[src/rtl/priority_encoder_16x4.sv]
// priority_encoder_16x4: registered 16-to-4 priority encoder with sticky request capture and valid/ready output
// Ports:
//   clk      in   rising-edge clock
//   rst_n    in   asynchronous active-low reset
//   req      in   [15:0] request levels, each set bit raises the matching pending bit
//   clr      in   synchronous clear of pending bits, output slot and overflow
//   ready    in   consumer takes code when valid && ready at an edge
//   code     out  [3:0] index of the presented request, meaningful while valid
//   valid    out  output slot holds a request
//   pending  out  [15:0] pending register, including the presented bit
//   overflow out  one-cycle pulse after a request hit an already-pending bit
module priority_encoder_16x4 (
    input  logic        clk,
    input  logic        rst_n,
    input  logic [15:0] req,
    input  logic        clr,
    input  logic        ready,
    output logic [3:0]  code,
    output logic        valid,
    output logic [15:0] pending,
    output logic        overflow
);
    logic [15:0] pending_q, pending_d, clear_mask, remain;
    logic [3:0]  code_q, code_d, top_idx;
    logic        valid_q, valid_d, overflow_q, overflow_d, accept, load;
    assign accept     = valid_q & ready;
    assign clear_mask = accept ? (16'd1 << code_q) : 16'd0;
    // Pending bits that survive this edge, before new requests are merged in;
    // the output slot only ever loads from these.
    assign remain     = pending_q & ~clear_mask;
    assign load       = ~valid_q | accept;
    always_comb begin
        top_idx = 4'd0;
        for (int i = 0; i < 16; i++)
            if (remain[i]) top_idx = 4'(i);
    end
    // Set wins over the accept clear, so a re-request on the accepting edge stays pending.
    always_comb begin
        pending_d  = clr ? 16'd0 : (remain | req);
        valid_d    = clr ? 1'b0 : (load ? |remain : valid_q);
        code_d     = clr ? 4'd0 : ((load && |remain) ? top_idx : code_q);
        overflow_d = ~clr & |(req & remain);
    end
    always_ff @(posedge clk or negedge rst_n) begin
        if (!rst_n) begin
            pending_q  <= 16'd0;
            valid_q    <= 1'b0;
            code_q     <= 4'd0;
            overflow_q <= 1'b0;
        end else begin
            pending_q  <= pending_d;
            valid_q    <= valid_d;
            code_q     <= code_d;
            overflow_q <= overflow_d;
        end
    end
    assign code     = code_q;
    assign valid    = valid_q;
    assign pending  = pending_q;
    assign overflow = overflow_q;
endmodule

[config.mk]
export PLATFORM = sky130hd
export DESIGN_NAME = priority_encoder_16x4
export DESIGN_NICKNAME = d
export VERILOG_FILES = /design/src/rtl/priority_encoder_16x4.sv
export SDC_FILE = /design/constraint.sdc
export NUM_CORES = 1
export LEC_CHECK = 0
export ABC_AREA = 1
export BUFFER_PORTS_ARGS = -buffer_cell sky130_fd_sc_hd__buf_4
export CELL_PAD_IN_SITES_DETAIL_PLACEMENT = 1
export CELL_PAD_IN_SITES_GLOBAL_PLACEMENT = 1
export CORE_MARGIN = 2
export CORE_UTILIZATION = 30
export DETAILED_ROUTE_END_ITERATION = 10
export GPL_ROUTABILITY_DRIVEN = 0
export GPL_TIMING_DRIVEN = 0
export PLACE_DENSITY = 0.75
export SETUP_SLACK_MARGIN = 0.15
export SLEW_MARGIN = 20
export SYNTH_ARGS = -nofsm -noshare
export SYNTH_HDL_FRONTEND = slang
export SYNTH_SLANG_ARGS = --single-unit
[constraint.sdc]
create_clock -name clk -period 1.9 [get_ports clk]
set_input_delay 0.285 -clock clk [delete_from_list [all_inputs] [get_ports clk]]
set_output_delay 0.285 -clock clk [all_outputs]
set_load 0.02 [all_outputs]
* Word level (Yosys, flattened, before mapping)
Cells that the tools add are included.
Operators by class: shift operators 1, reductions and logical operators 5, muxes and demuxes 21, bitwise operators 9
Operator list (number):
- 2-to-1 mux 4 bit | 15
- bitwise AND 16 bit | 2
- 2-to-1 mux 16 bit | 2
- OR reduction 16 bit | 2
- NOT 16 bit | 1
- bitwise OR 16 bit | 1
- << shifter 1 x 4 -> 16 bit, first input constant | 1
- nonzero test 2 bit | 2
- 2-to-1 mux 1 bit | 3
- bitwise AND 1 bit | 2
- 2-to-1 mux 2 bit | 1
- NOT 1 bit | 2
- logical AND 1 bit | 1
- bitwise OR 1 bit | 1
Storage, ports and cells: bits in registers 22, input bits 20, logic and storage cells 40

* Depth between registers and ports, before layout
Gate-level depths: netlist (run 1).
depth in word-level cells 21, depth in mapped cells 21, mapped depth without buffers 21

* Least setup slack after synthesis (run 1)
Ideal clock, no wire load.
kind register -> register, start reg code_q[2], in the netlist code[2], end reg code_q[0], in the netlist code[0], path buffers 0, stages on the path, launching flop included 19, required time 1783 ps, arrival time 1652 ps, setup slack 131 ps, clock period less this slack 1769 ps, path through dfrtp_1 -> inv_2 -> nand3_1 -> o21ai_2 -> nand2_1 -> nand2_1 -> nand2_1 -> nand2_1 -> nand2_1 -> nand2_1 -> nand2_1 -> nand2_1 -> nand2_1 -> nand2_1 -> nand2_1 -> nand2_1 -> nand2_1 -> nand2_1 -> nand2_1
On the way: word-level cells in the longest chain between the ends 21, elaborated cells on any way between the ends 24, classes of those cells shift: 1; mux: 18; bitwise: 2; reduce/logical: 3
RTL lines:
- start, declared | line 24 | logic [3:0] code_q, code_d, top_idx;
- start signal, assigned | line 53 | code_q <= code_d;
- << shifter 1 x 4 -> 16 bit * | line 27 | assign clear_mask = accept ? (16'd1 << code_q) : 16'd0;
- 2-to-1 mux 16 bit * | line 27
- NOT 16 bit * | line 30 | assign remain = pending_q & ~clear_mask;
- bitwise AND 16 bit * | line 30
- 2-to-1 mux 1 bit | line 35 | if (remain[i]) top_idx = 4'(i);
- 2-to-1 mux 2 bit | line 35
- 2-to-1 mux 4 bit (13 in series) | line 35
- 2-to-1 mux 4 bit (2 in series) | line 41 | code_d = clr ? 4'd0 : ((load && |remain) ? top_idx : code_q);
Every way passes the cells marked *; elsewhere a longest branch is shown, timed or not. The select of a mux whose other input is x is not followed. A chain may end at the register's enable or synchronous reset.

* Worst setup path after layout (run 1)
start reg code_q[0], in the netlist code[0], end reg code_q[0], in the netlist code[0]
The elaborated chain is that of the path after synthesis.

==> results of run 1 <==
-- worst max-delay path: cells and delay by family (launching register included) --
family / cells / cell delay, ns
buffers and inverters: 1 / 0.16
flip-flops: 1 / 0.45
AND/OR/NAND/NOR: 19 / 1.29
-- cells in the final DEF, fill, tap and decap left out, types with 2 or more instances in the layout --
cell,instances
buf_6,5
nor2_2,4
clkinv_4,2
nand2_2,11
nor2_4,5
o21ai_4,9
dfrtp_1,18
nand2_1,26
o21ai_2,6
clkbuf_8,4
inv_1,20
nor2_1,11
clkbuf_1,2
o21ai_0,3
o22ai_1,5
dfrtp_2,4
inv_2,5
a21oi_1,15
nand3_4,4
buf_4,77
nand3_2,4
-- final timing paths --
kind,cells past startpoint,endpoint,slack [ns],from
max,20,code[0]$_DFFE_PN0P_,-0.11,code[0]$_DFFE_PN0P_
min,3,pending[11]$_DFF_PN0_,0.24,req[11]
max reg2reg,20,code[0]$_DFFE_PN0P_,-0.11,code[0]$_DFFE_PN0P_
min reg2reg,2,code[3]$_DFFE_PN0P_,0.61,code[3]$_DFFE_PN0P_
max in group asynchronous,2,valid$_DFFE_PN0P_,1.18,rst_n
min in group asynchronous,2,pending[9]$_DFF_PN0_,0.46,rst_n
-- cell type report --
type,instances,share of cell area
Multi-Input combinational cell,111,0.351
Timing Repair Buffer,83,0.288
Sequential cell,22,0.248
Inverter,29,0.0565
Tap cell,50,0.0280
Clock buffer,4,0.0246
Buffer,2,0.00336
-- metrics by stage --
step / cell area (sq um) / hold slack (ns)
floorplan: 1250 / -0.0106
global placement: 1620 / 0.193
detailed placement: 1620 / 0.196
CTS: 1970 / 0.240
global route: 2240 / 0.257
finish: 2240 / 0.238
-- registers in the layout (all words and copies together), names as in the netlist --
register,count
pending,16
code,4
overflow,1
valid,1
-- power by group through the flow --
stage / Sequential, uW / Combinational, uW / Clock (uW)
2_1_floorplan: 586 / 158 / 0
3_3_place_gp: 547 / 338 / 0
3_5_place_dp: 548 / 342 / 0
4_1_cts: 544 / 439 / 357
5_1_grt: 557 / 597 / 383
6_report: 553 / 562 / 367
-- cell families after synthesis --
| logic type | synth area share |
|---|---|
| AOI/OAI and AO/OA | 0.212 |
| buffers and inverters | 0.0934 |
| DFF | 0.442 |
| and+or+nand+nor | 0.253 |
-- per-layer routing --
layer,part of all wire,GRT usage
met5,0,0
met4,0.035,0.105
met3,0.031,0.0230
met2,0.50,0.353
met1,0.44,0.264
-- repair_timing --
action	4_1_cts	5_1_grt
resized for setup	35	24
hold endpoints to repair	22	0
buffers inserted	19	22
hold buffers	1	0
endpoints found under the setup margin	6	6
pin swaps	17	15
==> run_results.csv, run 1 <==
group,metric,value,unit
clocking,cts_tree,"yes",
power_and_ir_drop,p_clk_frac,0.248,
timing,finalHoldViolCount,0,
route,drt_wl_total,5530,um
floorplanning,die_area,4690,sq um
route,viasPerCell,4.99,
worst_setup_path,critPathRequiredTime,2.08,ns
clocking,clk_pin_slew_worst_paths,0.09,ns
yosys,netlist_area,1250,sq um
worst_setup_path,cp_slowest_stage_delay,0.45,ns
worst_hold_path,hold_class,"primary input to register",
timing,rsz0062_at_grt,"yes",
placement,io_buffers,41,
final_layout,antenna_cells,0,
grt,grt_overflow,0,
clocking,clk_path_buf_depth,2,
final_layout,multiInputGateArea,786,sq um
worst_setup_path,worst-setup-path-type,"register to register",
yosys,synth_top_area_cell,"dfrtp_1",
yosys,synth_edf_count,0,
yosys,synthTopCellsByCount,"36 x nand2_1, 22 x dfrtp_1, 20 x inv_1",
yosys,synth_top_area_share,0.442,
route,drt_first_pass_iters,4,
yosys,syn_nets,184,
clocking,cts_num_sinks,22,
route,wl_per_cell,18.4,um
power_and_ir_drop,power_density,662,nW/um^2
final_layout,regArea,556,sq um
final_layout,nets,272,
worst_setup_path,critPathSlowestCell,"dfrtp_2",
route,drc_errors,0,
timing,fin_tns_setup,-0.172,ns
power_and_ir_drop,switching_share,0.366,
grt,grt_max_degree,23,
worst_setup_path,cp-end-kind,"register",
yosys,yosysSeqAreaShare,0.442,
yosys,synth.most_common_cell,"nand2_1",
floorplanning,io_pins,42,
route,routed-via-count,1502,
floorplanning,rows,23,
timing,max_clock_freq,498,MHz
timing,fin_crit_sh,1.06,
final_layout,area_delta_synth_final,79.5,%
worst_setup_path,start_kind,"register",
timing,tightest_slew,0.544,ns
placement,dp_hpwl,2810,um
floorplanning,dieWidth,68.5,um
power_and_ir_drop,p_int,939,uW
clocking,numCtsBuffers,3,
power_and_ir_drop,sequentialPowerShare,0.373,
final_layout,stdcell_count,301,
timing,drv_slew,0,
yosys,postSynthCellCount,164,
timing,relSlewSlack,0.638,
grt,antenna_found_initial,0,
power_and_ir_drop,power_leakage,0.00110,uW
power_and_ir_drop,ir_drop,0.324,mV
outcome,violations,"setup timing",
worst_setup_path,cpMostUsedCell,"nand2_1",
timing,fin_crit,2.01,ns
worst_setup_path,arrival,2.19,ns
clocking,clock-root-buffer,"clkbuf_8",
yosys,synth_ff_type,"dfrtp_1",
timing,fin_worst_skew,0.00666,ns
floorplanning,die_y,68.5,um
power_and_ir_drop,power,1480,uW
yosys,ys_types,21,
timing,setup_viol,5,
final_layout,final_core_util,0.559,
yosys,async_flop_share,1.00,
placement,dp_cells,255,
run,maxCapViolCount,0,
route,ant_nets,0,
yosys,synth_warnings,0,
clocking,clkLatencyLatePin,0.28,ns
grt,grt_pass1_wl,7080,um
floorplanning,initial_core_util,0.312,
yosys,ys_ff_latch,22,
outcome,status,"finished, violations left",
worst_setup_path,crit_path_max_fanout,3,
power_and_ir_drop,p_comb_frac,0.379,
power_and_ir_drop,p_sw,543,uW
grt,grt_pass1_vias,1475,
grt,grt_usage,0.210,
route,drt_iter0_markers,56,
worst_setup_path,crit_chain,"buf_6, nand3_4, nor2_4, nor2_4, nand2_1, nand2_1, nand2_1, nand2_1, nand2_1, nand2_1, nand2_1, nand2_1, nand2_1, nand2_1, nand2_1, nand2_1, nand2_1, nand2_1, nand2_1, nand2_1",
floorplanning,core,4000,sq um
final_layout,drive_above_1_share,0.578,
yosys,synth.avg_cell_area,7.60,sq um
clocking,cts_max_level,1,
final_layout,fill_cells,488,
placement,pre_cts_ws,-0.0732,ns
timing,setup_ws,-0.108,ns
yosys,synth_area_leaders,"dfrtp_1 44%, nand2_1 11%, o21ai_2 7.7%",
Power figures use the tool's default switching activity.
==> run 2, diff against run 1 <==
- CTS_BUF_LIST: not set -> sky130_fd_sc_hd__clkbuf_2
==> run_results.csv, run 2 (synthesized netlist as in run 1, its figures left out) <==
group,metric,value,unit
clocking,cts_num_sinks,22,
grt,grt_pass1_wl,7130,um
final_layout,layout_commonest_cell,"buf_4",
clocking,cts_tree,"yes",
timing,finalHoldViolCount,0,
worst_hold_path,hold_class,"primary input to register",
power_and_ir_drop,sequentialPowerShare,0.417,
clocking,clock-root-buffer,"clkbuf_2",
timing,drv_slew,0,
clocking,numCtsBuffers,3,
placement,place_area,1620,sq um
route,routed-via-count,1548,
timing,fin_crit_sh,1.06,
clocking,cts_max_level,1,
final_layout,fill_cells,477,
final_layout,antenna_cells,0,
power_and_ir_drop,p_int,803,uW
route,ant_nets,0,
route,drt_iter0_markers,56,
outcome,status,"finished, violations left",
power_and_ir_drop,p_clk_frac,0.158,
timing,rsz0062_at_grt,"yes",
run,maxCapViolCount,0,
worst_setup_path,worst-setup-path-type,"register to register",
route,drt_first_pass_iters,4,
outcome,violations,"setup timing",
worst_setup_path,crit_path_max_fanout,4,
power_and_ir_drop,switching_share,0.398,
worst_setup_path,start_kind,"register",
final_layout,regArea,556,sq um
power_and_ir_drop,p_sw,530,uW
timing,setup_viol,4,
floorplanning,io_pins,42,
grt,grt_max_degree,23,
final_layout,largest_reg_flops,16,
timing,fin_worst_skew,0.0111,ns
placement,io_buffers,41,
final_layout,final_area,2260,sq um
worst_setup_path,regToRegStartpoint,"code[0]$_DFFE_PN0P_",
final_layout,final_cell_mix,"79 x buf_4, 27 x nand2_1, 19 x inv_1, 18 x dfrtp_1, 15 x a21oi_1",
worst_setup_path,cp-end-kind,"register",
floorplanning,initial_core_util,0.312,
floorplanning,rows,23,
floorplanning,die_y,68.5,um
timing,relSlewSlack,0.635,
floorplanning,dieWidth,68.5,um
final_layout,drive_above_1_share,0.583,
grt,grt_pass1_vias,1515,
route,drt_wl_total,5580,um
power_and_ir_drop,p_comb_frac,0.426,
clocking,clk_path_buf_depth,2,
grt,antenna_found_initial,0,
timing,setup_ws,-0.106,ns
route,viasPerCell,5.09,
clocking,clkLatencyLatePin,0.34,ns
worst_setup_path,arrival,2.32,ns
worst_hold_path,worstHoldStart,"req[11]",
route,wl_per_cell,18.4,um
final_layout,final_core_util,0.564,
worst_setup_path,startpoint,"code[0]$_DFFE_PN0P_",
timing,fin_crit,2.01,ns
power_and_ir_drop,power_leakage,0.00110,uW
clocking,clk_pin_slew_worst_paths,0.25,ns
final_layout,nets,275,
placement,pre_cts_ws,-0.0732,ns
power_and_ir_drop,power_density,591,nW/um^2
floorplanning,core,4000,sq um
final_layout,multiInputGateArea,817,sq um
power_and_ir_drop,ir_drop,0.255,mV
worst_setup_path,critPathRequiredTime,2.21,ns
floorplanning,die_area,4690,sq um
grt,grt_usage,0.209,
timing,max_clock_freq,499,MHz
timing,tightest_slew,0.548,ns
route,drc_errors,0,
grt,grt_overflow,0,
placement,dp_hpwl,2810,um
final_layout,area_delta_synth_final,81.0,%
[run 2: worst max-delay path: stages (launching register included)]
cell and delay (ns):
dfrtp_2 0.52, inv_4 0.11, nand2_4 0.07, nor2_4 0.12
nand2_1 0.09, nand2_2 0.09, nand2_1 0.06, nand2_1 0.08
nand2_1 0.06, nand2_1 0.07, nand2_1 0.05, nand2_1 0.06
nand2_1 0.05, nand2_1 0.07, nand2_1 0.06, nand2_1 0.08
nand2_1 0.05, nand2_1 0.07, nand2_1 0.06, nand2_1 0.05
nand2_1 0.04, nand2_1 0.06
[run 2: final timing paths]
check | endpoint | slack (ns) | cells past startpoint
setup / recovery | code[0]$_DFFE_PN0P_ | -0.11 | 21
hold / removal | pending[11]$_DFF_PN0_ | 0.15 | 3
setup reg to reg | code[0]$_DFFE_PN0P_ | -0.11 | 21
hold reg to reg | pending[10]$_DFF_PN0_ | 0.62 | 2
max in group asynchronous | valid$_DFFE_PN0P_ | 1.29 | 2
min in group asynchronous | pending[9]$_DFF_PN0_ | 0.35 | 2
[run 2: through the flow]
stage	power, uW	hold WS [ns]	instances	TNS, ns
after floorplan	743	-0.0106	164	0
after global placement	885	0.193	255	-0.203
after detailed placement	890	0.196	255	-0.231
after CTS	1190	0.150	282	0
after global routing	1390	0.154	304	-1.13
final	1330	0.145	304	-0.377
[run 2: what timing repair did]
action	in CTS	in global routing
resized for setup	39	27
pin swaps	17	13
hold endpoints to repair	22	0
buffers inserted	22	22
setup endpoints to repair	6	6
hold buffers	1	0
[run 2: metal layers]
layer / vias to the layer above / track usage / share of wire
met2: 48 / 0.375 / 0.54
met1: 776 / 0.263 / 0.40
li1: 711 / - / -
met5: - / 0 / 0
met3: 13 / 0.0164 / 0.029
met4: 0 / 0.0675 / 0.031
[run 2: area by class of cell]
cell class                      count  area share
Sequential cell                    22       0.246
Buffer                              2     0.00333
Tap cell                           50      0.0277
Multi-Input combinational cell    111       0.362
Clock buffer                        3     0.00666
Inverter                           29      0.0549
Clock inverter                      1     0.00166
Timing Repair Buffer               86       0.297
[run 2: power groups by stage]
stage               Combinational, uW  Sequential, uW  Clock, uW
finish                            568             556        210
global route                      605             561        229
CTS                               442             545        204
detailed placement                342             548          0
global placement                  338             547          0
floorplan                         158             586          0
==> run 3, diff against run 2 <==
- CELL_PAD_IN_SITES_DETAIL_PLACEMENT: 1 -> 2
- CELL_PAD_IN_SITES_GLOBAL_PLACEMENT: 1 -> 2
- CORE_UTILIZATION: 30 -> 28
- PLACE_DENSITY: 0.75 -> 0.87
==> run_results.csv, run 3 (synthesized netlist as in run 1, its figures left out) <==
group,metric,value,unit
outcome,status,"finished, violations left",
outcome,violations,"setup timing",
power_and_ir_drop,power_density,645,nW/um^2
route,ant_nets,0,
floorplanning,io_pins,42,
timing,max_clock_freq,472,MHz
floorplanning,die_y,70.7,um
clocking,clk_path_buf_depth,2,
power_and_ir_drop,ir_drop,0.235,mV
final_layout,nets,244,
grt,antenna_found_initial,0,
placement,pre_cts_ws,-0.132,ns
final_layout,stdcell_count,275,
run,maxCapViolCount,0,
clocking,cts_num_sinks,22,
route,wl_per_cell,20.2,um
worst_setup_path,start_kind,"register",
worst_hold_path,hold_class,"primary input to register",
floorplanning,die_area,5000,sq um
clocking,clkLatencyLatePin,0.36,ns
route,viasPerCell,5.15,
grt,grt_overflow,0,
timing,drv_slew,0,
worst_setup_path,crit_path_max_fanout,7,
final_layout,final_cell_mix,"54 x buf_4, 33 x nand2_1, 20 x inv_1, 18 x dfrtp_1, 15 x a21oi_1",
grt,grt_pass1_wl,8110,um
route,drt_wl_total,5560,um
floorplanning,core,4320,sq um
timing,setup_viol,5,
timing,fin_crit_sh,1.12,
final_layout,area_delta_synth_final,51.5,%
final_layout,largest_reg_flops,16,
clocking,numCtsBuffers,3,
clocking,cts_max_level,1,
placement,io_buffers,41,
placement,dp_hpwl,3360,um
route,drt_iter0_markers,28,
timing,relSlewSlack,0.607,
route,routed-via-count,1416,
final_layout,fill_cells,520,
timing,fin_worst_skew,0.0258,ns
worst_setup_path,arrival,2.41,ns
route,drc_errors,0,
final_layout,layout_commonest_cell,"buf_4",
floorplanning,dieWidth,70.7,um
worst_setup_path,worst-setup-path-type,"register to register",
clocking,clk_pin_slew_worst_paths,0.25,ns
grt,grt_pass1_vias,1513,
floorplanning,initial_core_util,0.288,
timing,fin_crit,2.12,ns
timing,tightest_slew,0.589,ns
grt,grt_usage,0.209,
timing,rsz0062_at_grt,"yes",
final_layout,antenna_cells,0,
floorplanning,rows,24,
clocking,clock-root-buffer,"clkbuf_2",
clocking,cts_tree,"yes",
power_and_ir_drop,power,1220,uW
worst_setup_path,critPathRequiredTime,2.19,ns
worst_setup_path,cp-end-kind,"register",
placement,dp_cells,257,
grt,grt_max_degree,23,
timing,finalHoldViolCount,0,
timing,holdWs,0.136,ns
final_layout,drive_above_1_share,0.475,
timing,setup_ws,-0.219,ns
power_and_ir_drop,power_leakage,0.000935,uW
route,drt_first_pass_iters,4,
run 3: cell count changes in the layout (fill, tap and decap cells not counted), moves of 2 or more:
cell / previous run / this run
buf_4: 79 / 54
buf_6: 6 / 0
nand2_1: 27 / 33
o21ai_2: 4 / 10
o21ai_4: 12 / 6
nand2_2: 9 / 4
nor2_4: 7 / 3
nand3_1: 0 / 3
nor2_2: 2 / 5
clkinv_4: 2 / 0
inv_4: 2 / 4
nand3_2: 5 / 3
run 3: area by class of cell:
cell class              instances  area, sq um  share of cell area
well taps                      52         65.1              0.0345
inverters                      29          119              0.0630
clock inverters                 1         3.75             0.00199
flip-flops and latches         22          556               0.294
plain buffers                   2         7.51             0.00398
clock buffers                   3         15.0             0.00795
multi-input cells             111          707               0.374
repair buffers                 55          415               0.220
run 3: final timing paths:
| check | startpoint | to | slack [ns] | depth (start not counted) |
|---|---|---|---|---|
| worst min-delay path | clr | code[0]$_DFFE_PN0P_ | 0.14 | 4 |
| min in group asynchronous | rst_n | pending[9]$_DFF_PN0_ | 0.31 | 2 |
| max in group asynchronous | rst_n | code[2]$_DFFE_PN0P_ | 1.31 | 2 |
| worst max register to register | code[0]$_DFFE_PN0P_ | code[2]$_DFFE_PN0P_ | -0.22 | 14 |
| worst max-delay path | code[0]$_DFFE_PN0P_ | code[2]$_DFFE_PN0P_ | -0.22 | 14 |
| worst min register to register | pending[9]$_DFF_PN0_ | pending[9]$_DFF_PN0_ | 0.62 | 2 |
run 3: per-layer routing:
| layer | wire [um] | track usage | vias to the layer above |
|---|---|---|---|
| li1 | - | - | 652 |
| met1 | 2290 | 0.276 | 716 |
| met2 | 3010 | 0.376 | 40 |
| met3 | 181 | 0.00855 | 8 |
| met4 | 87 | 0.0566 | 0 |
| met5 | 0 | 0 | - |
run 3: critical path: stages (launching register included):
cell and delay [ns]:
dfrtp_2 0.56, inv_4 0.11, buf_4 0.11, nand3_2 0.10, o21ai_4 0.16, nand2_1 0.16, nor2_1 0.19, nand2_1 0.13
inv_2 0.07, nand3_2 0.06, nand2_2 0.09, inv_2 0.05, nor2_4 0.09, inv_2 0.06, o21ai_2 0.11
run 3: where the power goes:
part | switching (uW) | internal, uW | total, uW
logic | 282 | 177 | 459
registers | 44.4 | 506 | 550
clock network | 163 | 45.7 | 209
run 3: what timing repair did:
| item | 4_1_cts | 5_1_grt |
|---|---|---|
| hold buffers | 1 | 0 |
| buffers inserted | 10 | 3 |
| resized for setup | 28 | 7 |
| hold endpoints to repair | 22 | 0 |
| pin swaps | 8 | 5 |
| endpoints found under the setup margin | 6 | 6 |
run 3: metrics by stage:
step           cell area [sq um]  TNS [ns]  utilization
2_1_floorplan               1250         0            -
6_report                    1890    -0.851        0.437
3_3_place_gp                1620   -0.0962        0.375
4_1_cts                     1840   -0.0483        0.425
3_5_place_dp                1620    -0.470        0.375
5_1_grt                     1890     -1.67        0.437
